## config.mk

```make
export PLATFORM = sky130hd
export DESIGN_NAME = hispi_stim_ctrl_flat
export DESIGN_NICKNAME = d
export VERILOG_FILES = /design/src/rtl/hispi_stim_pkg.sv /design/src/rtl/hispi_stim_if.sv /design/src/rtl/hispi_stim_cfg_regs.sv /design/src/rtl/hispi_stim_ctrl.sv /design/src/flat_wrapper.sv
export SDC_FILE = /design/constraint.sdc
export NUM_CORES = 1
export LEC_CHECK = 0
export BUFFER_PORTS_ARGS = -buffer_cell sky130_fd_sc_hd__buf_4
export CORE_MARGIN = 8
export CORE_UTILIZATION = 50
export DETAILED_ROUTE_END_ITERATION = 8
export GPL_ROUTABILITY_DRIVEN = 0
export PLACE_DENSITY_LB_ADDON = 0.05
export SKIP_CTS_REPAIR_TIMING = 1
export SYNTH_ARGS = -nofsm -noshare
export SYNTH_HDL_FRONTEND = slang
export SYNTH_SLANG_ARGS = --single-unit
```

## constraint.sdc

```tcl
create_clock -name sclk -period 2.91 [get_ports sclk]
set_input_delay 0 -clock sclk [delete_from_list [all_inputs] [get_ports sclk]]
set_output_delay 0 -clock sclk [all_outputs]
set_load 0.1 [all_outputs]
```

## src/rtl/hispi_stim_pkg.sv

```systemverilog
// Shared types and constants for the HiSPi stimulus controller: FSM encoding,
// configuration register map, timing field width and the frame-counter helper.
package hispi_stim_pkg;

    localparam int TIM_W = 12;
    localparam int CNT_W = 8;

    typedef enum logic [1:0] {
        ST_IDLE = 2'd0,
        ST_LOAD = 2'd1,
        ST_RUN  = 2'd2,
        ST_STOP = 2'd3
    } stim_state_e;

    localparam logic [2:0] ADDR_ACT_W = 3'd0;
    localparam logic [2:0] ADDR_BLK_W = 3'd1;
    localparam logic [2:0] ADDR_ACT_H = 3'd2;
    localparam logic [2:0] ADDR_BLK_H = 3'd3;
    localparam logic [2:0] ADDR_MSB   = 3'd4;

    // Frame counter increment that sticks at all-ones instead of wrapping.
    function automatic logic [CNT_W-1:0] sat_inc(input logic [CNT_W-1:0] v);
        sat_inc = (v == 8'hFF) ? v : (v + 8'd1);
    endfunction

endpackage

```

## src/rtl/hispi_stim_if.sv

```systemverilog
// Command, configuration and status bundle between a host/datapath and the
// stimulus controller. The controller uses the slave modport.
interface hispi_stim_if;
    import hispi_stim_pkg::*;

    logic             cfg_we;
    logic [2:0]       cfg_addr;
    logic [TIM_W-1:0] cfg_wdata;
    logic             start;
    logic             stop;
    logic [CNT_W-1:0] frame_tgt;
    logic             frame_end;
    logic [TIM_W-1:0] vd_active_width;
    logic [TIM_W-1:0] vd_blank_width;
    logic [TIM_W-1:0] vd_active_height;
    logic [TIM_W-1:0] vd_blank_height;
    logic             ail_msb_1st;
    logic             stim_en;
    logic             busy;
    logic             done;
    logic             cfg_err;
    logic [CNT_W-1:0] frame_cnt;

    modport master (
        output cfg_we, cfg_addr, cfg_wdata, start, stop, frame_tgt, frame_end,
        input  vd_active_width, vd_blank_width, vd_active_height, vd_blank_height,
        input  ail_msb_1st, stim_en, busy, done, cfg_err, frame_cnt
    );

    modport slave (
        input  cfg_we, cfg_addr, cfg_wdata, start, stop, frame_tgt, frame_end,
        output vd_active_width, vd_blank_width, vd_active_height, vd_blank_height,
        output ail_msb_1st, stim_en, busy, done, cfg_err, frame_cnt
    );

endinterface

```

## src/rtl/hispi_stim_cfg_regs.sv

```systemverilog
// Host-writable staging registers. They are always writable; the controller
// decides when their contents are copied into the shadow outputs.
module hispi_stim_cfg_regs
    import hispi_stim_pkg::*;
#(
    parameter int DEF_ACT_W = 16,
    parameter int DEF_BLK_W = 8,
    parameter int DEF_ACT_H = 4,
    parameter int DEF_BLK_H = 2
) (
    input  logic             sclk,
    input  logic             rst,
    input  logic             cfg_we,
    input  logic [2:0]       cfg_addr,
    input  logic [TIM_W-1:0] cfg_wdata,
    output logic [TIM_W-1:0] stg_act_w_r,
    output logic [TIM_W-1:0] stg_blk_w_r,
    output logic [TIM_W-1:0] stg_act_h_r,
    output logic [TIM_W-1:0] stg_blk_h_r,
    output logic             stg_msb_1st_r,
    output logic             bad_wr_s
);

    assign bad_wr_s = cfg_we && (cfg_addr > ADDR_MSB);

    // Address decode and staging register update.
    always_ff @(posedge sclk or posedge rst) begin
        if (rst) begin
            stg_act_w_r   <= TIM_W'(DEF_ACT_W);
            stg_blk_w_r   <= TIM_W'(DEF_BLK_W);
            stg_act_h_r   <= TIM_W'(DEF_ACT_H);
            stg_blk_h_r   <= TIM_W'(DEF_BLK_H);
            stg_msb_1st_r <= 1'b0;
        end else if (cfg_we) begin
            case (cfg_addr)
                ADDR_ACT_W: stg_act_w_r   <= cfg_wdata;
                ADDR_BLK_W: stg_blk_w_r   <= cfg_wdata;
                ADDR_ACT_H: stg_act_h_r   <= cfg_wdata;
                ADDR_BLK_H: stg_blk_h_r   <= cfg_wdata;
                ADDR_MSB:   stg_msb_1st_r <= cfg_wdata[0];
                default:    stg_msb_1st_r <= stg_msb_1st_r;
            endcase
        end
    end

endmodule

```

## src/rtl/hispi_stim_ctrl.sv

```systemverilog
// HiSPi stimulus run controller: sequences frame runs, owns the shadow timing
// copy seen by the datapath and reloads it only on frame boundaries.
module hispi_stim_ctrl
    import hispi_stim_pkg::*;
#(
    parameter int DEF_ACT_W = 16,
    parameter int DEF_BLK_W = 8,
    parameter int DEF_ACT_H = 4,
    parameter int DEF_BLK_H = 2
) (
    input  logic        sclk,
    input  logic        rst,
    hispi_stim_if.slave bus
);

    stim_state_e      state_r, next_state_s;
    logic [TIM_W-1:0] stg_act_w_s, stg_blk_w_s, stg_act_h_s, stg_blk_h_s;
    logic             stg_msb_1st_s, bad_wr_s;
    logic [TIM_W-1:0] shd_act_w_r, shd_blk_w_r, shd_act_h_r, shd_blk_h_r;
    logic             shd_msb_1st_r;
    logic [CNT_W-1:0] frame_cnt_r, frame_tgt_r, cnt_inc_s;
    logic             stop_pend_r, stim_en_r, busy_r, done_r, cfg_err_r;
    logic             stg_ok_s, start_ok_s, start_rej_s, load_shadow_s;

    hispi_stim_cfg_regs #(
        .DEF_ACT_W(DEF_ACT_W), .DEF_BLK_W(DEF_BLK_W),
        .DEF_ACT_H(DEF_ACT_H), .DEF_BLK_H(DEF_BLK_H)
    ) u_cfg_regs (
        .sclk         (sclk),
        .rst          (rst),
        .cfg_we       (bus.cfg_we),
        .cfg_addr     (bus.cfg_addr),
        .cfg_wdata    (bus.cfg_wdata),
        .stg_act_w_r  (stg_act_w_s),
        .stg_blk_w_r  (stg_blk_w_s),
        .stg_act_h_r  (stg_act_h_s),
        .stg_blk_h_r  (stg_blk_h_s),
        .stg_msb_1st_r(stg_msb_1st_s),
        .bad_wr_s     (bad_wr_s)
    );

    assign stg_ok_s  = (stg_act_w_s != 12'd0) && (stg_blk_w_s != 12'd0) &&
                       (stg_act_h_s != 12'd0) && (stg_blk_h_s != 12'd0);
    assign cnt_inc_s = sat_inc(frame_cnt_r);

    // Next-state decode. A stop seen on the terminating frame_end itself also ends the run.
    always_comb begin
        next_state_s  = state_r;
        start_ok_s    = 1'b0;
        start_rej_s   = 1'b0;
        load_shadow_s = 1'b0;
        case (state_r)
            ST_IDLE: begin
                if (bus.start && stg_ok_s) begin
                    next_state_s = ST_LOAD;
                    start_ok_s   = 1'b1;
                end else if (bus.start) begin
                    start_rej_s  = 1'b1;
                end else begin
                    next_state_s = ST_IDLE;
                end
            end
            ST_LOAD: begin
                next_state_s  = ST_RUN;
                load_shadow_s = 1'b1;
            end
            ST_RUN: begin
                if (bus.frame_end) begin
                    load_shadow_s = 1'b1;
                    if (((frame_tgt_r != 8'd0) && (cnt_inc_s == frame_tgt_r)) ||
                        stop_pend_r || bus.stop) begin
                        next_state_s = ST_STOP;
                    end else begin
                        next_state_s = ST_RUN;
                    end
                end else begin
                    next_state_s = ST_RUN;
                end
            end
            ST_STOP: next_state_s = ST_IDLE;
            default: next_state_s = ST_IDLE;
        endcase
    end

    // State, run bookkeeping and registered status outputs.
    always_ff @(posedge sclk or posedge rst) begin
        if (rst) begin
            state_r     <= ST_IDLE;
            frame_cnt_r <= 8'd0;
            frame_tgt_r <= 8'd0;
            stop_pend_r <= 1'b0;
            stim_en_r   <= 1'b0;
            busy_r      <= 1'b0;
            done_r      <= 1'b0;
            cfg_err_r   <= 1'b0;
        end else begin
            state_r   <= next_state_s;
            stim_en_r <= (next_state_s == ST_RUN);
            busy_r    <= (next_state_s != ST_IDLE);
            done_r    <= (next_state_s == ST_STOP);
            cfg_err_r <= bad_wr_s || start_rej_s;
            if (start_ok_s) begin
                frame_tgt_r <= bus.frame_tgt;
            end
            if (state_r == ST_LOAD) begin
                frame_cnt_r <= 8'd0;
            end else if ((state_r == ST_RUN) && bus.frame_end) begin
                frame_cnt_r <= cnt_inc_s;
            end
            if (state_r == ST_STOP) begin
                stop_pend_r <= 1'b0;
            end else if ((state_r == ST_RUN) && bus.stop) begin
                stop_pend_r <= 1'b1;
            end
        end
    end

    // Shadow copy; a same-edge staging write lands one boundary later.
    always_ff @(posedge sclk or posedge rst) begin
        if (rst) begin
            shd_act_w_r   <= TIM_W'(DEF_ACT_W);
            shd_blk_w_r   <= TIM_W'(DEF_BLK_W);
            shd_act_h_r   <= TIM_W'(DEF_ACT_H);
            shd_blk_h_r   <= TIM_W'(DEF_BLK_H);
            shd_msb_1st_r <= 1'b0;
        end else if (load_shadow_s) begin
            shd_act_w_r   <= stg_act_w_s;
            shd_blk_w_r   <= stg_blk_w_s;
            shd_act_h_r   <= stg_act_h_s;
            shd_blk_h_r   <= stg_blk_h_s;
            shd_msb_1st_r <= stg_msb_1st_s;
        end
    end

    assign bus.vd_active_width  = shd_act_w_r;
    assign bus.vd_blank_width   = shd_blk_w_r;
    assign bus.vd_active_height = shd_act_h_r;
    assign bus.vd_blank_height  = shd_blk_h_r;
    assign bus.ail_msb_1st      = shd_msb_1st_r;
    assign bus.stim_en          = stim_en_r;
    assign bus.busy             = busy_r;
    assign bus.done             = done_r;
    assign bus.cfg_err          = cfg_err_r;
    assign bus.frame_cnt        = frame_cnt_r;

endmodule

```

## src/flat_wrapper.sv

```systemverilog
// flat-port wrapper written by rule: the top's interface ports become plain ports
module hispi_stim_ctrl_flat import hispi_stim_pkg::*;
#(
    parameter int DEF_ACT_W = 16,
    parameter int DEF_BLK_W = 8,
    parameter int DEF_ACT_H = 4,
    parameter int DEF_BLK_H = 2
)
  (sclk, rst, bus_cfg_we, bus_cfg_addr, bus_cfg_wdata, bus_start, bus_stop, bus_frame_tgt, bus_frame_end, bus_vd_active_width, bus_vd_blank_width, bus_vd_active_height, bus_vd_blank_height, bus_ail_msb_1st, bus_stim_en, bus_busy, bus_done, bus_cfg_err, bus_frame_cnt);
  hispi_stim_if bus_i ();
  input  logic sclk;
  input  logic rst;
  input wire logic [$bits(bus_i.cfg_we)-1:0] bus_cfg_we;
  input wire logic [$bits(bus_i.cfg_addr)-1:0] bus_cfg_addr;
  input wire logic [$bits(bus_i.cfg_wdata)-1:0] bus_cfg_wdata;
  input wire logic [$bits(bus_i.start)-1:0] bus_start;
  input wire logic [$bits(bus_i.stop)-1:0] bus_stop;
  input wire logic [$bits(bus_i.frame_tgt)-1:0] bus_frame_tgt;
  input wire logic [$bits(bus_i.frame_end)-1:0] bus_frame_end;
  output wire logic [$bits(bus_i.vd_active_width)-1:0] bus_vd_active_width;
  output wire logic [$bits(bus_i.vd_blank_width)-1:0] bus_vd_blank_width;
  output wire logic [$bits(bus_i.vd_active_height)-1:0] bus_vd_active_height;
  output wire logic [$bits(bus_i.vd_blank_height)-1:0] bus_vd_blank_height;
  output wire logic [$bits(bus_i.ail_msb_1st)-1:0] bus_ail_msb_1st;
  output wire logic [$bits(bus_i.stim_en)-1:0] bus_stim_en;
  output wire logic [$bits(bus_i.busy)-1:0] bus_busy;
  output wire logic [$bits(bus_i.done)-1:0] bus_done;
  output wire logic [$bits(bus_i.cfg_err)-1:0] bus_cfg_err;
  output wire logic [$bits(bus_i.frame_cnt)-1:0] bus_frame_cnt;
  assign bus_i.cfg_we = bus_cfg_we;
  assign bus_i.cfg_addr = bus_cfg_addr;
  assign bus_i.cfg_wdata = bus_cfg_wdata;
  assign bus_i.start = bus_start;
  assign bus_i.stop = bus_stop;
  assign bus_i.frame_tgt = bus_frame_tgt;
  assign bus_i.frame_end = bus_frame_end;
  assign bus_vd_active_width = bus_i.vd_active_width;
  assign bus_vd_blank_width = bus_i.vd_blank_width;
  assign bus_vd_active_height = bus_i.vd_active_height;
  assign bus_vd_blank_height = bus_i.vd_blank_height;
  assign bus_ail_msb_1st = bus_i.ail_msb_1st;
  assign bus_stim_en = bus_i.stim_en;
  assign bus_busy = bus_i.busy;
  assign bus_done = bus_i.done;
  assign bus_cfg_err = bus_i.cfg_err;
  assign bus_frame_cnt = bus_i.frame_cnt;
  hispi_stim_ctrl #(.DEF_ACT_W(DEF_ACT_W), .DEF_BLK_W(DEF_BLK_W), .DEF_ACT_H(DEF_ACT_H), .DEF_BLK_H(DEF_BLK_H)) u_core (.sclk(sclk), .rst(rst), .bus(bus_i));
endmodule
```

# Word-level counts from Yosys, hierarchy flattened
# Cells that the tools add are included.
# op_classes
eq_ne	11
addsub	1
reduce_logical	26
n_mux	17
magnitude_cmp	1
# op_table
op	count
$reduce_bool A12 Y1	4
$mux W8	3
$mux W1	10
$reduce_and A2 Y1	5
$add A8 B1 Y8 const B	1
$eq A2 B2 Y1 const B	4
$eq A8 B8 Y1	1
$eq A8 B8 Y1 const B	1
$logic_and A1 B1 Y1	8
$pmux W2 S4	1
$reduce_bool A8 Y1	1
$eq A3 B2 Y1 const B	2
$reduce_bool A2 Y1	3
$mux W2	2
$eq A3 B1 Y1 const B	1
$eq A3 B3 Y1 const B	1
$gt A3 B3 Y1 const B	1
$logic_not A3 Y1	1
$logic_or A1 B1 Y1	3
$eq A2 B1 Y1 const B	1
$logic_not A2 Y1	1
$pmux W1 S2	1
# totals
inputBits	29
regBits	121
out_inout_bits	61
wordCells	74

# Logic depth before layout (Yosys ltp)
# Gate-level depths: netlist (run 1).
# depth
word_depth	10
ltp_mapped	8
mapped_depth_nobuf	7

# Modules after synthesis
# Synthesis (run 1) repeated with hierarchy kept, for this count alone.
# hier_totals
cells_unflattened	373
area_unflattened_um2	5410.2
# modules_own_cells
module	seq_area_each_um2	area_each_um2	cells_per_inst	instances
hispi_stim_ctrl	1806.7	3337.0	264	1
hispi_stim_cfg_regs	1231.2	2073.2	109	1

# Worst setup path before layout (run 1)
# No wires, ideal clock.
# synth_timing
kind	reg-to-reg
startpoint	reg u_core.frame_cnt_r[0] (netlist: u_core.bus.frame_cnt[0])
endpoint	reg u_core.stim_en_r (netlist: u_core.bus.stim_en)
synth_period_minus_slack_ns	2.901
required_time_ns	2.784
stages_incl_launch_ff	8
setup_ns	0.126
setup_slack_ns	0.009
arrival_time_ns	2.775
n_path_buf	1
cell_sequence	dfrtp_1 > ha_1 > buf_4 > nand4_4 > or4_4 > a211oi_2 > nand4_2 > o311a_1
# synth_between
elab_chain_cells	10
elab_cells_between_ends	11
cone_classes	add/sub (1); eq/ne (3); mux (4); reduce/logical (3)
# synth_rtl
item	line	source
start: declaration	hispi_stim_ctrl.sv:21	logic [CNT_W-1:0] frame_cnt_r, frame_tgt_r, cnt_inc_s;
start signal: assignment	hispi_stim_ctrl.sv:108	frame_cnt_r <= cnt_inc_s;
$add A8 B1 Y8 / $eq A8 B8 Y1 (equally long branches)	hispi_stim_pkg.sv:23	sat_inc = (v == 8'hFF) ? v : (v + 8'd1);
$mux W8 (*)	hispi_stim_pkg.sv:23	
$eq A8 B8 Y1 (*)	hispi_stim_ctrl.sv:70	if (((frame_tgt_r != 8'd0) && (cnt_inc_s == frame_tgt_r)) ||
$logic_and A1 B1 Y1 (*)	hispi_stim_ctrl.sv:70	
$logic_or A1 B1 Y1 (*)	hispi_stim_ctrl.sv:70	
$logic_or A1 B1 Y1 (*)	hispi_stim_ctrl.sv:71	stop_pend_r || bus.stop) begin
$mux W1 (*)	hispi_stim_ctrl.sv:70	
$mux W1 (*)	hispi_stim_ctrl.sv:68	if (bus.frame_end) begin
$pmux W2 S4 (*)	hispi_stim_ctrl.sv:52	case (state_r)
$eq A2 B2 Y1 (*)	hispi_stim_ctrl.sv:98	stim_en_r <= (next_state_s == ST_RUN);
end signal: assignment	hispi_stim_ctrl.sv:98	
end: declaration	hispi_stim_ctrl.sv:22	logic stop_pend_r, stim_en_r, busy_r, done_r, cfg_err_r;
# Mark *: on every way between the ends. The rest lies on a longest branch, timed or not.
# A chain may end at the register's enable or synchronous reset.

# Worst setup path in the final report (run 1)
# Same ends and word-level chain as after synthesis.

==> results of run 1 <==
[logic make-up after synthesis]
kind of cell               count (synthesis)
AOI/OAI and AO/OA                         30
xor gates and xnor gates                   9
adders and majority gates                  5
buffers and inverters                     20
DFF                                      121
muxes                                    107
and+or+nand+nor                           72
[metrics by stage]
stage	hold WS [ns]	util	setup WS, ns	instances	cell area (um^2)
finish	0.0328	0.674	0.415	642	6840
CTS	-0.397	0.647	0.457	614	6560
global route	0.0439	0.674	0.283	642	6840
floorplan	0.129	-	0.00881	364	5120
detailed placement	0.154	0.590	0.481	582	5980
global placement	0.161	0.590	0.563	582	5980
[routing by layer]
| layer | global-route usage | up-vias |
|---|---|---|
| met5 | 0 | - |
| met4 | 0.0904 | 0 |
| met3 | 0.0585 | 15 |
| met2 | 0.291 | 94 |
| met1 | 0.234 | 1741 |
| li1 | - | 1605 |
[flip-flops by register name, summed over array words and instances, names as in the netlist, 2 cells and up]
signal                         flops
u_core.bus.frame_cnt               8
u_core.bus.vd_active_height       12
u_core.bus.vd_active_width        12
u_core.bus.vd_blank_height        12
u_core.bus.vd_blank_width         12
u_core.frame_tgt_r                 8
u_core.state_r                     2
u_core.u_cfg_regs.stg_act_h_r     12
u_core.u_cfg_regs.stg_act_w_r     12
u_core.u_cfg_regs.stg_blk_h_r     12
u_core.u_cfg_regs.stg_blk_w_r     12
[final timing paths]
kind	endpoint	cells after the start	startpoint	slack (ns)
min in group asynchronous	u_core.bus.vd_blank_height[5]	3	rst	0.15
min reg2reg	u_core.bus.vd_blank_height[0]	1	u_core.bus.vd_blank_height[0]	0.50
max	u_core.bus.stim_en	6	u_core.bus.frame_cnt[0]	0.42
max in group asynchronous	u_core.u_cfg_regs.stg_act_w_r[4]	4	rst	1.94
max reg2reg	u_core.bus.stim_en	6	u_core.bus.frame_cnt[0]	0.42
min	u_core.u_cfg_regs.stg_msb_1st_r	4	bus_cfg_we	0.03
[worst max-delay path, delay by kind of cell, from the launching register on]
kind	cells	cell delay (ns)
flops	1	0.44
fa+ha+maj	1	0.38
simple gates	3	0.73
compound gates	2	0.81
[cell type report]
class | instances | area (um^2) | area share
Clock inverter | 7 | 90.1 | 0.0132
Inverter | 5 | 22.5 | 0.00329
Multi-Input combinational cell | 223 | 2000 | 0.292
Timing Repair Buffer | 125 | 1030 | 0.151
Sequential cell | 121 | 3040 | 0.444
Tap cell | 136 | 170 | 0.0249
Clock buffer | 25 | 484 | 0.0708
[cell usage in the layout (no fill, tap or decap), types with 3 or more instances in the layout]
master / netlist / final
dfrtp_1: 113 / 113
mux2_2: 106 / 106
buf_4: 3 / 95
dlygate4sd3_1: 0 / 28
clkbuf_16: 0 / 16
nor4_1: 13 / 13
nor2_1: 11 / 11
nand3_1: 10 / 10
nand2_1: 10 / 10
dfstp_2: 8 / 8
a21oi_1: 7 / 7
xor2_1: 5 / 5
ha_1: 5 / 5
clkbuf_8: 0 / 5
and3_1: 4 / 4
o21ai_0: 4 / 4
nor3_1: 4 / 4
inv_1: 5 / 4
xnor2_1: 4 / 4
clkbuf_1: 7 / 4
and4_1: 3 / 3
nand4_1: 3 / 3
clkinvlp_4: 0 / 3
clkinv_2: 0 / 3
==> flow_summary.ini, run 1 <==
[status]
status = complete, no violations

[synth]
yosysTopAreaCell = dfrtp_1
synth.area.top_cells = dfrtp_1 55%, mux2_2 23%, dfstp_2 4.1%, nor4_1 1.6%, ha_1 1.2%
synthCells = 364
synth_top_flop_cell = dfrtp_1
synth-seq-cells = 121
synth_common_cells = 113 x dfrtp_1, 106 x mux2_2, 13 x nor4_1
synth_compound_area_frac = 0.0420
synth-edff-count = 0
syn_avg_cell_area_um2 = 14.1
ys_async_sr_fraction = 1.00
yosysTopAreaCellShare = 0.552
yosys.area_share.simple = 0.0833
ys_seq_area_frac = 0.593
yosysMostFrequentCell = dfrtp_1
synth-xor-area-share = 0.0154
synth_area_um2 = 5120
synth_fa_ha_area_frac = 0.0122
synth_top_family_by_area = multiplexers
synth_mux_area_frac = 0.235
yosys_warnings = 0
synthesis.nets = 398
synth_cell_types = 49

[setup_path]
critPathCaptureType = flip-flop
cp.arrival_ns = 2.89
cp_slowest_stage_delay_ns = 0.44
start_kind = flip-flop
worstSetupPathType = flip-flop to flip-flop
crit_path_max_fanout = 8
crit_slowest_cell = dfrtp_1
crit_chain = ha_1, and4_1, nand2_1, a311oi_1, nand3_1, o311a_1
required_ns = 3.31

[cts]
cts_tree = built
cts_sinks = 121
clk_pin_slew_worst_paths_ns = 0.06
cts_max_level = 4
clk_latency_ns = 0.51
cts_buffer_depth = 2
cts_made_buffers = 17
cts_root_buf = clkbuf_8

[route]
vias = 3455
wl_mm = 12.2
routed_via_density = 5.38
drtPass1Iterations = 4
m1WireLength_mm = 5.49
routed.top_layer = met4
drc_errors = 0
drtIter0Drc = 151
ant_nets = 0
wire_per_inst_um = 19.0
wl_met2_mm = 5.90
wl_met3_um = 594

[placed_design]
portBuffers = 89
dp_hpwl_mm = 8.50

[finish]
diodes = 0
syn_to_final_growth_pct = 33.5
drive_gt1_frac = 0.490
nNetsFinal = 527
filler_cell_count = 725

[grt]
antenna_found_initial = 0
grtUsageTotal = 0.188
grt_overflow = 0
grt_max_degree = 50
grt_pass1_wl_mm = 19.0
grt_pass1_vias = 3554

[timing]
setup_tns_ns = 0
finalHoldViolations = 0
finalMaxSlewViolations = 0
fin_crit_ns = 2.49
relSlewSlack = 0.533
fin_crit_sh = 0.857
fin_worst_skew_ns = 0.00547
rsz0062_at_grt = no
worstMarginPinSlew_ns = 0.699
fmax_ghz = 0.401
setup_viol = 0

[floorplan]
die_x_um = 117
die_h_um = 117
num_rows = 37
core_area_um2 = 10100
die-area_um2 = 13700
initial_core_util = 0.505
io_pins = 90

[flow_run]
drv_cap = 0

[worst_hold_path]
hold_class = primary input to flip-flop
Power of run 1 is left out: the tool's default activity adds up to more than one toggle a clock period on the data nets, which glitch-free logic cannot reach.
==> inputs of run 2 (changes only) <==
BUFFER_PORTS_ARGS = -buffer_cell sky130_fd_sc_hd__buf_2   (was -buffer_cell sky130_fd_sc_hd__buf_4)
==> flow_summary.ini, run 2 (synthesized netlist as in run 1, its figures left out) <==
[timing]
rsz0062_at_grt = no
relSlewSlack = 0.543
setup_tns_ns = 0
fin_worst_skew_ns = 0.00827
finalMaxSlewViolations = 0
fin_crit_sh = 0.855
finalHoldViolations = 0
setup_viol = 0
worstMarginPinSlew_ns = 0.682
fmax_ghz = 0.402
fin_crit_ns = 2.49

[placed_design]
place_area_um2 = 5740
portBuffers = 89
dp_hpwl_mm = 8.24

[cts]
cts_made_buffers = 17
clk_pin_slew_worst_paths_ns = 0.06
clk_latency_ns = 0.51
cts_buffer_depth = 2
cts_sinks = 121
cts_tree = built
cts_root_buf = clkbuf_8
cts_max_level = 4

[route]
wire_per_inst_um = 18.8
drtIter0Drc = 123
drtPass1Iterations = 4
wl_mm = 12.0
routed_via_density = 5.36
ant_nets = 0
vias = 3424
drc_errors = 0

[setup_path]
critPathCaptureType = flip-flop
cp_slowest_stage_delay_ns = 0.44
crit_slowest_cell = dfrtp_1
crit_chain = ha_1, and4_1, nand2_1, a311oi_1, nand3_1, o311a_1
start_kind = flip-flop
worstSetupPathType = flip-flop to flip-flop
required_ns = 3.30
cp.arrival_ns = 2.87
crit_path_max_fanout = 8

[floorplan]
core_area_um2 = 10100
die_h_um = 117
num_rows = 37
die-area_um2 = 13700
initial_core_util = 0.505
io_pins = 90
die_x_um = 117

[grt]
grt_pass1_vias = 3635
grt_max_degree = 122
grt_pass1_wl_mm = 18.8
grtUsageTotal = 0.186
antenna_found_initial = 0
grt_overflow = 0

[finish]
finalInstanceArea_um2 = 6570
syn_to_final_growth_pct = 28.3
nNetsFinal = 524
postLayoutCoreUtil = 0.648
final_common_cell = dfrtp_1
layout_common_cells = 113 x dfrtp_1, 106 x mux2_2, 89 x buf_2
drive_gt1_frac = 0.483
diodes = 0

[flow_run]
drv_cap = 0

[status]
status = complete, no violations

[worst_hold_path]
hold_class = primary input to flip-flop
[run 2: cell count changes in the layout (fill, tap and decap cells not counted)]
cell / before / now
clkinv_2: 3 / 0
buf_12: 2 / 1
clkinvlp_4: 3 / 1
buf_2: 0 / 89
dlygate4sd3_1: 28 / 26
buf_4: 95 / 6
clkbuf_8: 5 / 6
clkbuf_1: 4 / 8
[run 2: layer usage]
metal / GRT usage / routed length, um / vias to the layer above / part of all wire
met5: 0 / 0 / - / 0
met4: 0.0742 / 175 / 0 / 0.015
met3: 0.0528 / 552 / 11 / 0.046
met2: 0.301 / 5920 / 77 / 0.49
met1: 0.230 / 5390 / 1738 / 0.45
li1: - / - / 1598 / -
[run 2: final timing paths]
| check | from | to | slack (ns) | cells after the start |
|---|---|---|---|---|
| min in group asynchronous | rst | u_core.bus.vd_blank_height[5] | 0.20 | 4 |
| min | bus_cfg_addr[2] | u_core.u_cfg_regs.stg_msb_1st_r | 0.003 | 3 |
| max | u_core.bus.frame_cnt[0] | u_core.bus.stim_en | 0.42 | 6 |
| max in group asynchronous | rst | u_core.bus.vd_blank_width[4] | 2.21 | 4 |
| max reg2reg | u_core.bus.frame_cnt[0] | u_core.bus.stim_en | 0.42 | 6 |
| min reg2reg | u_core.bus.vd_blank_height[4] | u_core.bus.vd_blank_height[4] | 0.49 | 1 |
[run 2: cell type report]
| class | instances | area [um^2] |
|---|---|---|
| clock inverter | 2 | 60.1 |
| clock buffer | 30 | 513 |
| sequential | 121 | 3040 |
| timing repair buffer | 122 | 771 |
| multi-input combinational | 223 | 2000 |
| tap | 136 | 170 |
| fill | 775 | 3570 |
| inverter | 5 | 22.5 |
[run 2: worst max-delay path: cells and delay by family, from the launching register on]
family,cells,cell delay (ns)
AOI/OAI and AO/OA,2,0.81
adders and majority gates,1,0.37
and+or+nand+nor,3,0.75
DFF,1,0.44
[run 2: stage by stage]
stage	cells	hold WS (ns)	setup slack, ns
after floorplan	364	0.129	0.00881
after global placement	581	0.232	0.573
after detailed placement	581	0.240	0.469
after CTS	613	-0.301	0.455
after global routing	639	0.00870	0.284
final	639	0.00276	0.423
Power of run 2 is left out for the same reason.
==> inputs of run 3 (changes only) <==
CELL_PAD_IN_SITES_DETAIL_PLACEMENT = 0   (was unset)
CELL_PAD_IN_SITES_GLOBAL_PLACEMENT = 1   (was unset)
CORE_UTILIZATION = 41   (was 50)
==> flow_summary.ini, run 3 (synthesized netlist as in run 1, its figures left out) <==
[placed_design]
portBuffers = 89
place_area_um2 = 5790
dpl.cell_count = 616
dp_hpwl_mm = 8.55

[route]
drtIter0Drc = 267
ant_nets = 0
routed_via_density = 5.06
m1WireLength_mm = 5.54
wl_met3_um = 641
drtPass1Iterations = 4
drc_errors = 0
routed.top_layer = met4
wl_mm = 12.3
wl_met2_mm = 5.92
wire_per_inst_um = 18.3
vias = 3399

[grt]
grt_pass1_wl_mm = 19.6
grt_pass1_vias = 3520
grt_overflow = 0
antenna_found_initial = 0
grt_max_degree = 81
grtUsageTotal = 0.160

[cts]
clk_latency_ns = 0.42
cts_made_buffers = 17
clk_pin_slew_worst_paths_ns = 0.06
cts_tree = built
cts_buffer_depth = 2
cts_sinks = 121
cts_root_buf = clkbuf_16
cts_max_level = 4

[setup_path]
required_ns = 3.20
cp-startpoint = u_core.bus.frame_cnt[1]
start_kind = flip-flop
r2r_start = u_core.bus.frame_cnt[1]
critPathCaptureType = flip-flop
crit_path_max_fanout = 8
worstSetupPathType = flip-flop to flip-flop
cp.arrival_ns = 2.76

[timing]
fmax_ghz = 0.405
worstMarginPinSlew_ns = 0.731
setup_viol = 0
rsz0062_at_grt = no
fin_crit_ns = 2.47
fin_worst_skew_ns = 0.00528
finalHoldViolations = 0
relSlewSlack = 0.510
finalMaxSlewViolations = 0
setup_tns_ns = 0
fin_crit_sh = 0.848

[floorplan]
io_pins = 90
die_x_um = 128
initial_core_util = 0.413
die-area_um2 = 16300
num_rows = 41
die_h_um = 128
core_area_um2 = 12400

[status]
status = complete, no violations

[finish]
finalInstanceArea_um2 = 6650
drive_gt1_frac = 0.496
diodes = 0
layout_common_cells = 113 x dfrtp_1, 106 x mux2_2, 89 x buf_2
nNetsFinal = 521
syn_to_final_growth_pct = 29.8
fin_cells = 672
final_common_cell = dfrtp_1

[flow_run]
drv_cap = 0

[worst_hold_path]
hold_class = primary input to flip-flop
hp-start = bus_frame_end
==> run 3: cell types whose count changed in the layout (fill, tap and decap cells not counted) <==
cell / before / now
clkbuf_16: 16 / 17
buf_12: 1 / 2
dlygate4sd3_1: 26 / 24
clkinv_4: 0 / 1
buf_4: 6 / 4
clkinv_2: 0 / 4
clkbuf_1: 8 / 2
inv_6: 0 / 1
bufinv_16: 2 / 4
clkbuf_8: 6 / 1
clkinvlp_4: 1 / 3
==> run 3: through the flow <==
stage               setup slack, ns  hold slack [ns]  utilization
finish                        0.441           0.0129        0.536
floorplan                   0.00881            0.129            -
CTS                           0.467           -0.300        0.516
global placement              0.540            0.138        0.466
global route                  0.302           0.0274        0.536
detailed placement            0.485            0.146        0.466
==> run 3: worst paths after layout <==
| kind | end | slack, ns | depth (start not counted) |
|---|---|---|---|
| setup reg to reg | u_core.bus.stim_en | 0.44 | 6 |
| setup / recovery | u_core.bus.stim_en | 0.44 | 6 |
| max in group asynchronous | u_core.bus.vd_active_height[2] | 1.80 | 4 |
| hold / removal | u_core.bus.frame_cnt[6] | 0.01 | 3 |
| min in group asynchronous | u_core.bus.vd_blank_height[11] | 0.25 | 3 |
| hold reg to reg | u_core.stop_pend_r | 0.49 | 2 |
==> run 3: layer usage <==
layer  vias to the layer above  global-route usage
met5                         -                   0
met4                         0              0.0650
met3                        18              0.0562
met2                        93               0.249
met1                      1699               0.198
li1                       1589                   -
==> run 3: area by class of cell <==
cell class | count | area (um^2)
inverters | 5 | 22.5
multi-input cells | 223 | 2000
clock buffers | 20 | 447
flip-flops and latches | 121 | 3040
clock inverters | 12 | 173
repair buffers | 119 | 756
well taps | 172 | 215
fillers | 1098 | 5770
==> run 3: worst max-delay path, stage by stage, from the launching register on <==
cell	delay, ns
dfrtp_1	0.45
ha_1	0.38
nand4_4	0.18
or4_4	0.58
a211oi_2	0.26
nand4_2	0.17
o311a_1	0.33
Power of run 3 is left out for the same reason.
